<file path="src/rtl/reg_scoreboard.sv">
// In-order register scoreboard: tracks in-flight destination registers between ID and WB, flags RAW stalls.
// Latency: stall is combinational (zero cycles); count/full/empty/error update on the rising edge.
// Backpressure: stall holds ID on a source match or when full with no same-cycle retire; overflow is dropped and flagged.
module reg_scoreboard #(
    parameter int DEPTH = 4,
    parameter int RA_W  = 5,
    localparam int PW   = $clog2(DEPTH),
    localparam int CW   = PW + 1
) (
    input  logic            i_clk,
    input  logic            i_reset,
    input  logic [RA_W-1:0] i_rs1,
    input  logic [RA_W-1:0] i_rs2,
    input  logic            i_issue_valid,
    input  logic [RA_W-1:0] i_issue_rd,
    input  logic            i_wb_valid,
    input  logic [RA_W-1:0] i_wb_rd,
    input  logic            i_flush_valid,
    input  logic [CW-1:0]   i_flush_cnt,
    output logic            o_stall,
    output logic            o_full,
    output logic            o_empty,
    output logic [CW-1:0]   o_count,
    output logic            o_error
);

    logic [RA_W-1:0] r_mem [DEPTH];
    logic [PW-1:0]   r_head;
    logic [PW-1:0]   r_tail;
    logic [CW-1:0]   r_count;
    logic            r_error;

    logic            w_full;
    logic            w_empty;
    logic            w_pop_req;
    logic            w_pop;
    logic            w_pop_err;
    logic [CW-1:0]   w_cnt_pop;
    logic [PW-1:0]   w_head_nx;
    logic            w_push_req;
    logic            w_push;
    logic            w_push_drop;
    logic            w_flush_over;
    logic            w_hit1;
    logic            w_hit2;

    assign w_full  = (r_count == CW'(DEPTH));
    assign w_empty = (r_count == '0);

    // x0 is never tracked, so writebacks to x0 never retire anything.
    assign w_pop_req = i_wb_valid && (i_wb_rd != '0);
    assign w_pop     = w_pop_req && !w_empty;
    assign w_pop_err = w_pop_req && (w_empty || (r_mem[r_head] != i_wb_rd));

    // Occupancy and head after the retire, which the flush and push then build on.
    assign w_cnt_pop = r_count - CW'(w_pop);
    assign w_head_nx = r_head + PW'(w_pop);

    assign w_flush_over = i_flush_valid && (i_flush_cnt > w_cnt_pop);

    // A flush squashes the issuing instruction, so push only happens without one.
    assign w_push_req  = i_issue_valid && (i_issue_rd != '0) && !i_flush_valid;
    assign w_push      = w_push_req && (w_cnt_pop != CW'(DEPTH));
    assign w_push_drop = w_push_req && (w_cnt_pop == CW'(DEPTH));

    // Source match against live entries; the head retiring this cycle is skipped since the regfile writes through.
    always_comb begin
        w_hit1 = 1'b0;
        w_hit2 = 1'b0;
        for (int i = 0; i < DEPTH; i++) begin
            if ((CW'(i) < r_count) && !((i == 0) && w_pop)) begin
                if ((i_rs1 != '0) && (r_mem[r_head + PW'(i)] == i_rs1)) w_hit1 = 1'b1;
                if ((i_rs2 != '0) && (r_mem[r_head + PW'(i)] == i_rs2)) w_hit2 = 1'b1;
            end
        end
    end

    assign o_stall = w_hit1 || w_hit2 || (w_full && !w_pop);
    assign o_full  = w_full;
    assign o_empty = w_empty;
    assign o_count = r_count;
    assign o_error = r_error;

    // Entry storage; contents need no reset because count gates every read.
    always_ff @(posedge i_clk) begin
        if (i_reset && w_push) begin
            r_mem[r_tail] <= i_issue_rd;
        end
    end

    // Pointer, count and sticky error update in pop -> flush -> push order.
    always_ff @(posedge i_clk) begin
        if (!i_reset) begin
            r_head  <= '0;
            r_tail  <= '0;
            r_count <= '0;
            r_error <= 1'b0;
        end else begin
            r_head <= w_head_nx;
            if (w_pop_err || w_push_drop || w_flush_over) begin
                r_error <= 1'b1;
            end
            if (i_flush_valid) begin
                if (w_flush_over) begin
                    r_tail  <= w_head_nx;
                    r_count <= '0;
                end else begin
                    r_tail  <= r_tail - i_flush_cnt[PW-1:0];
                    r_count <= w_cnt_pop - i_flush_cnt;
                end
            end else if (w_push) begin
                r_tail  <= r_tail + PW'(1);
                r_count <= w_cnt_pop + CW'(1);
            end else begin
                r_count <= w_cnt_pop;
            end
        end
    end

endmodule

</file>
<file path="config.mk">
export PLATFORM = sky130hd
export DESIGN_NAME = reg_scoreboard
export DESIGN_NICKNAME = d
export VERILOG_FILES = /design/src/rtl/reg_scoreboard.sv
export SDC_FILE = /design/constraint.sdc
export NUM_CORES = 1
export LEC_CHECK = 0
export ABC_AREA = 1
export BUFFER_PORTS_ARGS = -buffer_cell sky130_fd_sc_hd__buf_2
export CAP_MARGIN = 20
export CORE_UTILIZATION = 29
export DETAILED_ROUTE_END_ITERATION = 8
export SLEW_MARGIN = 40
export SYNTH_ARGS = -nofsm -noshare
export SYNTH_HDL_FRONTEND = slang
export SYNTH_SLANG_ARGS = --single-unit
</file>
<file path="constraint.sdc">
create_clock -name i_clk -period 4.8 [get_ports i_clk]
set_input_delay 0.72 -clock i_clk [delete_from_list [all_inputs] [get_ports i_clk]]
set_output_delay 0.72 -clock i_clk [all_outputs]
set_load 0.05 [all_outputs]
</file>
### Word-level counts from Yosys, hierarchy flattened

Memory sizes are Yosys's and may differ from the RTL's. A register that Yosys moved wholly into a read port is not among the register bits.
Cells that the tools add are included.
Widths: inputs -> output; s select.

| storage, ports and cells | value |
|---|---|
| bits in registers | 8 |
| latch bits | 0 |
| RAM bits | 20 |
| bits in read-only memories | 0 |
| input bits | 28 |
| word-level logic and storage cells | 89 |
| memories kept | 1 |

| cells by class | value |
|---|---|
| add/subtract/negate cells | 9 |
| $mul | 0 |
| div/mod/pow operators | 0 |
| magnitude comparators | 5 |
| equality and inequality tests | 12 |
| shift-type cells | 0 |
| mux-type cells | 25 |
| bitwise operators | 0 |
| reductions and logical operators | 33 |

Memory list:

| name | depth | bits a word | read ports | clocked after Yosys merged registers in | write ports | line | source |
|---|---|---|---|---|---|---|---|
| r_mem | 4 | 5 | 4 | 1 | 1 | 27 | `logic [RA_W-1:0] r_mem [DEPTH];` |

Operators by type and width:

| operator | count |
|---|---|
| $eq 5x5->1 | 8 |
| $reduce_bool 5->1 | 4 |
| $logic_and 1x1->1 | 19 |
| $mux 1 | 18 |
| $mux 3 | 3 |
| $mux 2 | 4 |
| $eq 3x3->1 const B | 2 |
| $lt 1x3->1 const A | 2 |
| $lt 2x3->1 const A | 2 |
| $logic_or 1x1->1 | 5 |
| $ne 5x5->1 | 1 |
| $add 2x1->2 const B | 2 |
| $add 2x2->2 const B | 2 |
| $add 3x1->3 const B | 1 |
| $gt 3x3->1 | 1 |
| $logic_not 1->1 | 3 |
| $logic_not 3->1 | 1 |
| $ne 3x3->1 const B | 1 |
| $sub 3x1->3 | 1 |
| $sub 3x3->3 | 1 |
| $add 2x1->2 | 1 |
| $reduce_bool 2->1 | 1 |
| $sub 2x2->2 | 1 |

### Longest topological paths before layout

Gate-level depths: netlist of the first run.

| logic depth | value |
|---|---|
| word-level depth | 14 |
| mapped depth | 15 |

### Worst setup path after synthesis of the first run

Ideal clock, no wire load.

| timing path | value |
|---|---|
| path kind | reg2reg |
| start | register r_count[2], in the netlist o_count[2] |
| end | memory r_mem[0][0], enable pin |
| setup time | 0.339 ns |
| data arrival time | 2.827 ns |
| required time | 4.461 ns |
| path slack | 1.634 ns |
| stages on the path, launching flop included | 12 |
| path buffers | 0 |
| cells stage by stage | dfxtp_1 > nor2_1 > nand2_1 > inv_1 > nor2_1 > ha_1 > ha_1 > ha_1 > nand2_1 > nand4_2 > or2_2 > nor2_1 |

| on the way | value |
|---|---|
| word-level cells in the longest chain between the ends | 9 |

RTL lines:

| element | line | source |
|---|---|---|
| start, declared | 30 | `logic [CW-1:0] r_count;` |
| start signal, assigned | 109 | `r_count <= w_cnt_pop - i_flush_cnt;` |
| start signal, assigned | 113 | `r_count <= w_cnt_pop + CW'(1);` |
| start signal, assigned | 115 | `r_count <= w_cnt_pop;` |
| $logic_not 3->1 | 48 | `assign w_empty = (r_count == '0);` |
| via o_empty | 22 | `output logic o_empty,` |
| $logic_not 1->1 | 52 | `assign w_pop = w_pop_req && !w_empty;` |
| $logic_and 1x1->1 | 52 |  |
| $sub 3x1->3 | 56 | `assign w_cnt_pop = r_count - CW'(w_pop);` |
| $ne 3x3->1 | 63 | `assign w_push = w_push_req && (w_cnt_pop != CW'(DEPTH));` |
| $logic_and 1x1->1 | 63 |  |
| $logic_and 1x1->1 | 86 | `if (i_reset && w_push) begin` |
| $mux 1 | 86 |  |
| $mux 1 (implied by the code) | 87 | `r_mem[r_tail] <= i_issue_rd;` |
| end, declared | 27 |  |

The timed path passes the listed nets, and every way through them passes these cells.

### Final worst setup path of the first run

| timing path | value |
|---|---|
| start | register r_head[0] |
| end | output port o_stall |

| on the way | value |
|---|---|
| word-level cells in the longest chain between the ends | 12 |
| elaborated cells between the ends (all ways) | 30 |
| classes of those cells | 3 x add/sub; 6 x eq/ne; 12 x mux; 8 x reduce/logical; 1 x memory |

RTL lines:

| element | line | source |
|---|---|---|
| start, declared | 28 | `logic [PW-1:0] r_head;` |
| start signal, assigned | 99 | `r_head <= w_head_nx;` |
| $add 2x1->2 | 72, 73 |  |
| $mem_v2 4x5 (*) | n/a |  |
| $eq 5x5->1, on equally long branches | 72, 73 |  |
| $logic_and 1x1->1, on equally long branches | 72, 73 |  |
| $mux 1, on equally long branches | 72, 73 |  |
| $mux 1 | 71 | `if ((CW'(i) < r_count) && !((i == 0) && w_pop)) begin` |
| $mux 1, on equally long branches | 72, 73 |  |
| $mux 1 | 71 |  |
| $mux 1, on equally long branches | 72, 73 |  |
| $mux 1 | 71 |  |
| $logic_or 1x1->1 (*) (2 in a row) | 78 | `assign o_stall = w_hit1 \|\| w_hit2 \|\| (w_full && !w_pop);` |
| end, declared | 20 | `output logic o_stall,` |

Every way passes the cells marked *; elsewhere a longest branch is shown, timed or not.

==> metrics.txt, run 1 <==
crit start category flip-flop; Die W 103 um; Synth top area share 23.6%; Synth warnings 0; Worst-Skew Late Latency 270 ps; slew margin rel. 67.2%; routed length per instance 12.9 um; Synth-to-Final Area Change 11.1%; crit path buf inv count 2; EDFF count, synth 20; Synth async-reset ratio 0%; post-CTS setup repair buffer count 0; vias in the first global route 2643; most frequent cell on the critical path nand2_1; Req. time, crit path 4080 ps; CTS Hold Bufs 0; most common cell in the netlist nand2_1; Mapped Avg Cell Area 6.07 sq um; initial antenna violation count 0; initial core utilization 30.0%; most instantiated cells after synthesis nand2_1 (185), nand3_1 (77), inv_1 (50); Hold Vio Cnt, Final 0; routed wire length 8310 um; compound-gate portion of the synthesized area 5.71%; hpwl dp 6950 um; total global routing overflow 0; setup violators final 0; fmax 313 MHz; remaining routing DRC violations 0; CP max FO 30; CP arrival 2480 ps; post_cts resized 0; Reg area 761 sq um; H-tree levels 1; GRT busiest layer met2; CP top delay family simple AND/OR/NAND/NOR gates; Final Max Slew Viols 0; first-pass GRT wire length 12900 um; # diodes 0; drt first pass iters 6; Multi-input gate area 1880 sq um; GR Util met3 0.678%; Die Span Y 103 um; Leak 0.00169 uW; most area-hungry cell type in the Yosys netlist nand2_1; final worst-path cycle share 66.6%; Die Area 10500 sq um; Inserted Clock Buffers 3; layout cells sized above 1 12.5%; status finished, final reports clean; Crit Path Class reg2out; mux share of post-synthesis cell area 0%; Detail Route Antenna Nets 0; CP max stage delay 370 ps; Final Util 33.4%; Post-Synthesis Cells 484; Worst Clk Skew 5.92 ps; Clock Sinks 28; total number of vias 3053; Max Buffers Root-to-Sink 2; VDD IR max 0.207 mV; met1 usage 21.4%; largest family of logic cells by synthesized area simple AND/OR/NAND/NOR gates; Syn Std Cell Area 2940 sq um; Pwr Density 504 nW/um^2; slowest CP cell inv_2; Final Critical Period 3200 ps; global routing usage on met2 27.9%; IO Count 35; GRT Resource Usage Total 15.8%; syn nets 526; Port Buffers 34; largest cells by area after synthesis nand2_1 (24%), edfxtp_1 (20%), nand3_1 (13%); vias per cell 4.74; FF+latch count, synth 28; Fill cells 1081; max cap viols 0; crit end category output port; RSZ-0062 raised after global routing no; RD Place Congestion 0.897; Root Buffer clkbuf_8; final setup TNS 0 ps; sequential element share of the synthesized area 25.9%; simple-gate area share of the yosys netlist 49.6%; clock slew at reported path FFs 100 ps; num rows 36; Hold Crit Class reg2reg; core area 9770 sq um; Worst Max-Slew Pin Slew 492 ps; Adder-Cell Fraction of Synth Area 6.22%; Post-Synth XOR/XNOR Area 2.68%; initial DRC count 190; CTS tree yes; largest net degree at the start of global routing 34; Yosys cell types 29; Final nets 554; CP cell instances inv_2 -> nand2_1 -> nand2_2 -> nand2_1 -> nand3_1 -> nand2_1 -> nor2_1 -> nand3_1 -> nand2_1 -> o21ai_1 -> nand3_1 -> buf_2; ys flop type edfxtp_1
[sequential cells by signal, indices dropped and copies added (netlist names)]
name     count
r_mem       20
o_count      3
r_head       2
r_tail       2
o_error      1
[per-stage QoR]
stage / std cells / power, uW / cell area, sq um / worst slack [ps] / hold slack, ps
global route: 644 / 1810 / 3260 / 1390 / 585
detailed placement: 640 / 1460 / 3190 / 1410 / 524
floorplan: 484 / 1250 / 2940 / 1630 / 531
finish: 644 / 1640 / 3260 / 1600 / 536
CTS: 644 / 1640 / 3260 / 1610 / 546
global placement: 640 / 1440 / 3190 / 1540 / 509
[kinds of logic after synthesis]
group	after synthesis
AOI/OAI and AO/OA	33
xor gates and xnor gates	9
adders and majority gates	14
buffers and inverters	65
DFF	28
and+or+nand+nor	335
[path summary, 6_finish.rpt]
| path | from | to | depth (start not counted) | slack [ps] |
|---|---|---|---|---|
| max | r_head[0] | o_stall | 12 | 1600 |
| min | o_error | o_error | 2 | 540 |
| max reg2reg | o_count[2] | r_mem[0][4] | 11 | 1820 |
| min reg2reg | o_error | o_error | 2 | 540 |
[layer usage]
metal / vias to the layer above / share of wire (%)
li1: 1603 / -
met1: 1359 / 47
met2: 79 / 48
met3: 12 / 3.9
met4: 0 / 1.1
met5: - / 0
[final cells by class]
cell class / count / area share [%]
sequential: 28 / 23.3
inverter: 52 / 5.98
timing repair buffer: 36 / 5.67
tap: 133 / 5.10
clock inverter: 1 / 0.920
multi-input combinational: 391 / 57.7
clock buffer: 3 / 1.27
[report_power, final]
group,switching [uW],total (uW),internal (uW)
Clock,71.6,183,112
Sequential,22.6,308,285
Combinational,805,1150,349
Total,899,1640,746
[worst min-delay path: cells and delay by family, from the launching register on]
| family | cells | cell delay (ps) |
|---|---|---|
| flops | 1 | 340 |
| compound gates | 1 | 120 |
| simple gates | 1 | 50 |
[placed cells by master, fill, tap and decap left out]
| master | count |
|---|---|
| nand2_1 | 185 |
| nand3_1 | 77 |
| inv_1 | 50 |
| nor2_1 | 42 |
| buf_2 | 34 |
| edfxtp_1 | 20 |
| a21oi_1 | 15 |
| o21ai_0 | 14 |
| ha_1 | 13 |
| nand2_2 | 12 |
| dfxtp_1 | 8 |
| nand3_2 | 6 |
| xor2_1 | 5 |
| nor3_1 | 5 |
| xnor2_1 | 4 |
| or2_2 | 3 |
| o21ai_1 | 3 |
| clkbuf_8 | 3 |
| inv_2 | 2 |
| buf_4 | 2 |
| nand4_2 | 1 |
| and2_1 | 1 |
| o211ai_1 | 1 |
| nand4_1 | 1 |
| nor3b_1 | 1 |
| nor4_1 | 1 |
| fa_1 | 1 |
| bufinv_16 | 1 |
(Power assumes the default switching activity.)
==> run 2: changes to the inputs <==
==> constraint.sdc (replaced) <==
create_clock -name i_clk -period 2.68 [get_ports i_clk]
set_input_delay 0.402 -clock i_clk [delete_from_list [all_inputs] [get_ports i_clk]]
set_output_delay 0.402 -clock i_clk [all_outputs]
set_load 0.05 [all_outputs]
==> run 2 against run 1 <==
Net effect:
- cell count rose by 2.8%
- wire length about the same
- non-clock buffer count grew 18
- setup slack worse by 1400 ps
- clock power rose by 84%
- highest routed layer unchanged
- via count rose by 1.8%
- largest power group unchanged
- clock skew up 1.5 ps
- first-iteration DRC count decreased by 11%
- largest cell class unchanged
- combinational power grew 100%
==> metrics.txt, run 2 (synthesis gave the netlist of run 1 again) <==
design area 3550 sq um (was 3260 sq um); Reg power frac 18.1% (was 18.7%); Port Buffers 34 (unchanged); Final Max Slew Viols 0 (unchanged); Synth-to-Final Area Change 21.0% (was 11.1%); switching power 1710 uW (was 899 uW); drt first pass iters 5 (was 6); clock slew at reported path FFs 100 ps (about the same); Top reg by flops r_mem (unchanged); Clock Sinks 28 (unchanged); Reg area 776 sq um (was 761 sq um); CP arrival 2120 ps (was 2480 ps); Inserted Clock Buffers 3 (unchanged); combinational cell fraction of total power 71.5% (was 70.1%); final std cells w/o fill 662 (was 644); Worst Max-Slew Pin Slew 297 ps (was 492 ps); vias per cell 4.69 (was 4.74); first-pass GRT wire length 13300 um (was 12900 um); layout cells sized above 1 19.3% (was 12.5%); switch share 52.6% (was 54.6%); Die W 103 um (unchanged); routed wire length 8310 um (about the same); Final nets 572 (was 554); Multi-input gate area 2010 sq um (was 1880 sq um); min-delay src i_reset (was o_error); RD Place Congestion 0.895 (was 0.897); Setup WS pre-CTS -2.13 ps (was 1410 ps); total number of vias 3108 (was 3053); initial DRC count 170 (was 190); FF-to-FF Start o_count[1] (was o_count[2]); setup violators final 0 (unchanged); Worst Clk Skew 7.42 ps (was 5.92 ps); max cap viols 0 (unchanged); crit end category output port (unchanged); Leak 0.00179 uW (was 0.00169 uW); vias in the first global route 2770 (was 2643); Fill cells 1067 (was 1081); Die Area 10500 sq um (unchanged); Worst-Skew Late Latency 280 ps (was 270 ps); RSZ-0062 raised after global routing yes (was no); VDD IR max 0.361 mV (was 0.207 mV); CP max FO 19 (was 30); Max Buffers Root-to-Sink 2 (unchanged); initial core utilization 30.0% (unchanged); slew margin rel. 80.0% (was 67.2%); largest net degree at the start of global routing 20 (was 34); most frequent cells in the layout nand2_1 (183), nand3_1 (77), inv_1 (48) (was nand2_1 (185), nand3_1 (77), inv_1 (50)); Cells after DPL 654 (was 640); Die Span Y 103 um (unchanged); IO Count 35 (unchanged); Crit Path Class reg2out (unchanged); status finished, final reports clean (unchanged); Clk pwr share 10.4% (was 11.1%); dpl cell area 3380 sq um (was 3190 sq um); CP startpoint r_head[1] (was r_head[0]); P_int 1540 uW (was 746 uW); Final Util 36.4% (was 33.4%); crit start category flip-flop (unchanged); Detail Route Antenna Nets 0 (unchanged); hpwl dp 6900 um (was 6950 um); Final Critical Period 2530 ps; Hold Crit Class in2reg (was reg2reg); fmax 396 MHz; Req. time, crit path 2280 ps (was 4080 ps); routed length per instance 12.6 um (was 12.9 um); max FFs per register 20 (unchanged); hold path depth 3 (was 2); Hold Vio Cnt, Final 0 (unchanged); num rows 36 (unchanged); core area 9770 sq um (unchanged); GRT Resource Usage Total 16.2% (was 15.8%); remaining routing DRC violations 0 (unchanged); post-route worst setup slack 155 ps (was 1600 ps); Root Buffer clkbuf_8 (unchanged); WHS 339 ps (was 536 ps); final worst-path cycle share 94.2%; H-tree levels 1 (unchanged); commonest non-fill, non-tap cell in the layout nand2_1 (unchanged); # diodes 0 (unchanged); worst reg2reg path depth 14 (was 11); CTS tree yes (unchanged); total global routing overflow 0 (unchanged); initial antenna violation count 0 (unchanged); Pwr Density 915 nW/um^2 (was 504 nW/um^2)
-- run 2: critical path, cell delays in order (launching register included) --
cell and delay [ps]:
dfxtp_1 380, buf_4 180, nand2_1 100, nand2_4 190, nand2_1 100, nand3_1 90, nand2_1 60, nor2_1 180
nand3_1 110, nand2_1 80, o21ai_1 60, nand3_1 70, clkbuf_4 230
-- run 2: final timing paths --
path | endpoint | slack (ps)
max | o_stall | 150
min | r_head[0] | 340
max reg2reg | o_count[0] | 150
min reg2reg | o_error | 550
-- run 2: final cells by class --
class,instances,area share [%]
tap,133,4.68
timing repair buffer,54,9.30
clock inverter,1,0.845
inverter,52,5.60
clock buffer,3,1.16
sequential,28,21.8
multi-input combinational,391,56.6
-- run 2: per-layer routing --
metal	routed length [um]	GRT usage, %	up-vias
li1	-	-	1640
met1	4050	22.8	1381
met2	3810	25.6	77
met3	315	1.83	10
met4	139	5.38	0
met5	0	0	-
-- run 2: timing repair --
item	in CTS	in global routing
hold buffers	0	0
gates resized for setup	1	14
pin swaps	0	4
setup endpoints to repair	1	6
buffers inserted	0	4
-- run 2: per-stage QoR --
step | total power (uW) | TNS (ps)
after global routing | 3560 | -63.6
after CTS | 3100 | 0
after global placement | 2720 | 0
after floorplan | 2310 | -71.2
after detailed placement | 2760 | -2.13
final | 3250 | 0
-- run 2: power by group through the flow --
stage	clock network (uW)	registers, uW	logic (uW)
2_1_floorplan	0	631	1680
3_3_place_gp	0	593	2130
3_5_place_dp	0	597	2160
4_1_cts	339	589	2180
5_1_grt	357	599	2600
6_report	337	589	2320
==> run 3: changes to the inputs <==
--- a/config.mk
+++ b/config.mk
@@ -9,6 +9,7 @@
 export BUFFER_PORTS_ARGS = -buffer_cell sky130_fd_sc_hd__buf_2
 export CAP_MARGIN = 20
 export CORE_UTILIZATION = 29
+export CTS_CLUSTER_DIAMETER = 60
 export DETAILED_ROUTE_END_ITERATION = 8
 export SLEW_MARGIN = 40
 export SYNTH_ARGS = -nofsm -noshare
==> constraint.sdc (replaced) <==
create_clock -name i_clk -period 2.55 [get_ports i_clk]
set_input_delay 0.3825 -clock i_clk [delete_from_list [all_inputs] [get_ports i_clk]]
set_output_delay 0.3825 -clock i_clk [all_outputs]
set_load 0.05 [all_outputs]
==> run 3 against run 2 <==
Net effect:
- clock power rose by 3%
- largest cell class unchanged
- critical path depth up 1
- largest power group unchanged
- non-clock buffer count is 7 higher
- sequential power up 3%
- sequential cell count unchanged
- global-route usage shrank 0.36 points
- wire length rose by 3.2%
- setup slack worse by 56 ps
- register-to-register slack better by 20 ps
==> metrics.txt, run 3 (synthesis gave the netlist of run 1 again) <==
status finished, final reports clean (unchanged); met2 wire len 4000 um (was 3810 um); Hold Crit Class in2reg (unchanged); fmax 408 MHz; max FFs per register 20 (unchanged); routed length per instance 12.8 um (was 12.6 um); Port Buffers 34 (unchanged); Max Buffers Root-to-Sink 2 (unchanged); # diodes 0 (unchanged); Worst-Skew Late Latency 270 ps (was 280 ps); Hold Vio Cnt, Final 0 (unchanged); vias in the first global route 2798 (was 2770); initial core utilization 30.0% (unchanged); Crit Path Class reg2out (unchanged); IO Count 35 (unchanged); hpwl dp 6930 um (was 6900 um); initial antenna violation count 0 (unchanged); Pwr Density 992 nW/um^2 (was 915 nW/um^2); RD Place Congestion 0.942 (was 0.895); Inserted Clock Buffers 3 (unchanged); Top Layer Used met4 (unchanged); crit end category output port (unchanged); drt first pass iters 5 (unchanged); layout cells sized above 1 22.1% (was 19.3%); core area 9770 sq um (unchanged); Final Max Slew Viols 0 (unchanged); CP arrival 2070 ps (was 2120 ps); slew margin rel. 81.9% (was 80.0%); final worst-path cycle share 96.1%; Root Buffer clkbuf_8 (unchanged); Detail Route Antenna Nets 0 (unchanged); clock slew at reported path FFs 100 ps (about the same); final std cells w/o fill 671 (was 662); Cells after DPL 658 (was 654); CTS tree yes (unchanged); Req. time, crit path 2170 ps (was 2280 ps); initial DRC count 152 (was 170); crit start category flip-flop (unchanged); setup violators final 0 (unchanged); Final Util 37.8% (was 36.4%); Final nets 581 (was 572); metal3 WL 410 um (was 315 um); VDD IR max 0.330 mV (was 0.361 mV); Clock Sinks 28 (unchanged); CP max FO 9 (was 19); GRT Resource Usage Total 15.8% (was 16.2%); Die Span Y 103 um (unchanged); routed wire length 8580 um (was 8310 um); max cap viols 0 (unchanged); Synth-to-Final Area Change 25.8% (was 21.0%); Worst Max-Slew Pin Slew 272 ps (was 297 ps); commonest non-fill, non-tap cell in the layout nand2_1 (unchanged); WL met1 4080 um (was 4050 um); first-pass GRT wire length 13100 um (was 13300 um); total global routing overflow 0 (unchanged); vias per cell 4.76 (was 4.69); Leak 0.00185 uW (was 0.00179 uW); Die W 103 um (unchanged); Fill cells 1049 (was 1067); Die Area 10500 sq um (unchanged); total number of vias 3192 (was 3108); Top reg by flops r_mem (unchanged); H-tree levels 1 (unchanged); remaining routing DRC violations 0 (unchanged); Worst Clk Skew 7.14 ps (was 7.42 ps); most frequent cells in the layout nand2_1 (181), nand3_1 (76), inv_1 (47) (was nand2_1 (183), nand3_1 (77), inv_1 (48)); largest net degree at the start of global routing 20 (unchanged); Final Critical Period 2450 ps; num rows 36 (unchanged); WHS 337 ps (was 339 ps)
==> run 3: changes by cell type in the layout (fill, tap and decap cells not counted), sizes merged <==
cell	before	now
nand2	197	199
buf	53	61
clkbuf	4	3
==> run 3: power by group <==
| part | switching, uW | internal, uW | total, uW |
|---|---|---|---|
| logic | 1700 | 1010 | 2710 |
| clock network | 137 | 210 | 347 |
| registers | 54.9 | 551 | 606 |
| total | 1890 | 1770 | 3660 |
==> run 3: worst paths after layout <==
path,from,to,cells after the start,slack [ps]
worst min register to register,o_error,o_error,2,550
worst min-delay path,i_issue_rd[3],r_mem[3][3],1,340
worst max register to register,o_count[0],r_tail[0],15,170
worst max-delay path,r_head[0],o_stall,13,100
==> run 3: final cells by class <==
class	count	area (sq um)	share of cell area [%]
clock buffers	3	41.3	1.12
multi-input cells	393	2060	55.9
flip-flops and latches	28	777	21.0
repair buffers	61	412	11.1
well taps	133	166	4.50
clock inverters	1	30.0	0.813
inverters	52	204	5.52
==> run 3: per-stage QoR <==
step / total power (uW) / worst slack [ps] / area (sq um) / setup TNS [ps]
after global routing: 4010 / -37.9 / 3690 / -62.0
after detailed placement: 2990 / -116 / 3450 / -319
after CTS: 3370 / 1.19 / 3530 / 0
after floorplan: 2450 / -137 / 3040 / -2580
final: 3660 / 98.3 / 3690 / 0
after global placement: 2940 / -53.8 / 3450 / -121
==> run 3: what timing repair did <==
item	4_1_cts	5_1_grt
setup buffers	0	7
endpoints found under the hold margin	0	0
setup endpoints to repair	3	5
resized for setup	5	22
pin swaps	1	11
hold buffers	0	0
gates cloned	0	2
==> run 3: routing by layer <==
metal  GRT usage (%)  vias to the layer above
met4            2.97                        0
met2            26.2                       81
met5               0                        -
met1            22.3                     1439
li1                -                     1664
met3            1.56                        8
==> run 3: critical path, cell delays in order (launching register included) <==
cell     delay (ps)
dfxtp_4         390
buf_4           150
nand2_1          90
nand2_4         140
buf_6           160
nand2_1          70
nand3_1          80
nand2_1          50
nor2_1          140
nand3_1         100
nand2_1          70
o21ai_1          80
nand3_1         110
buf_6           160
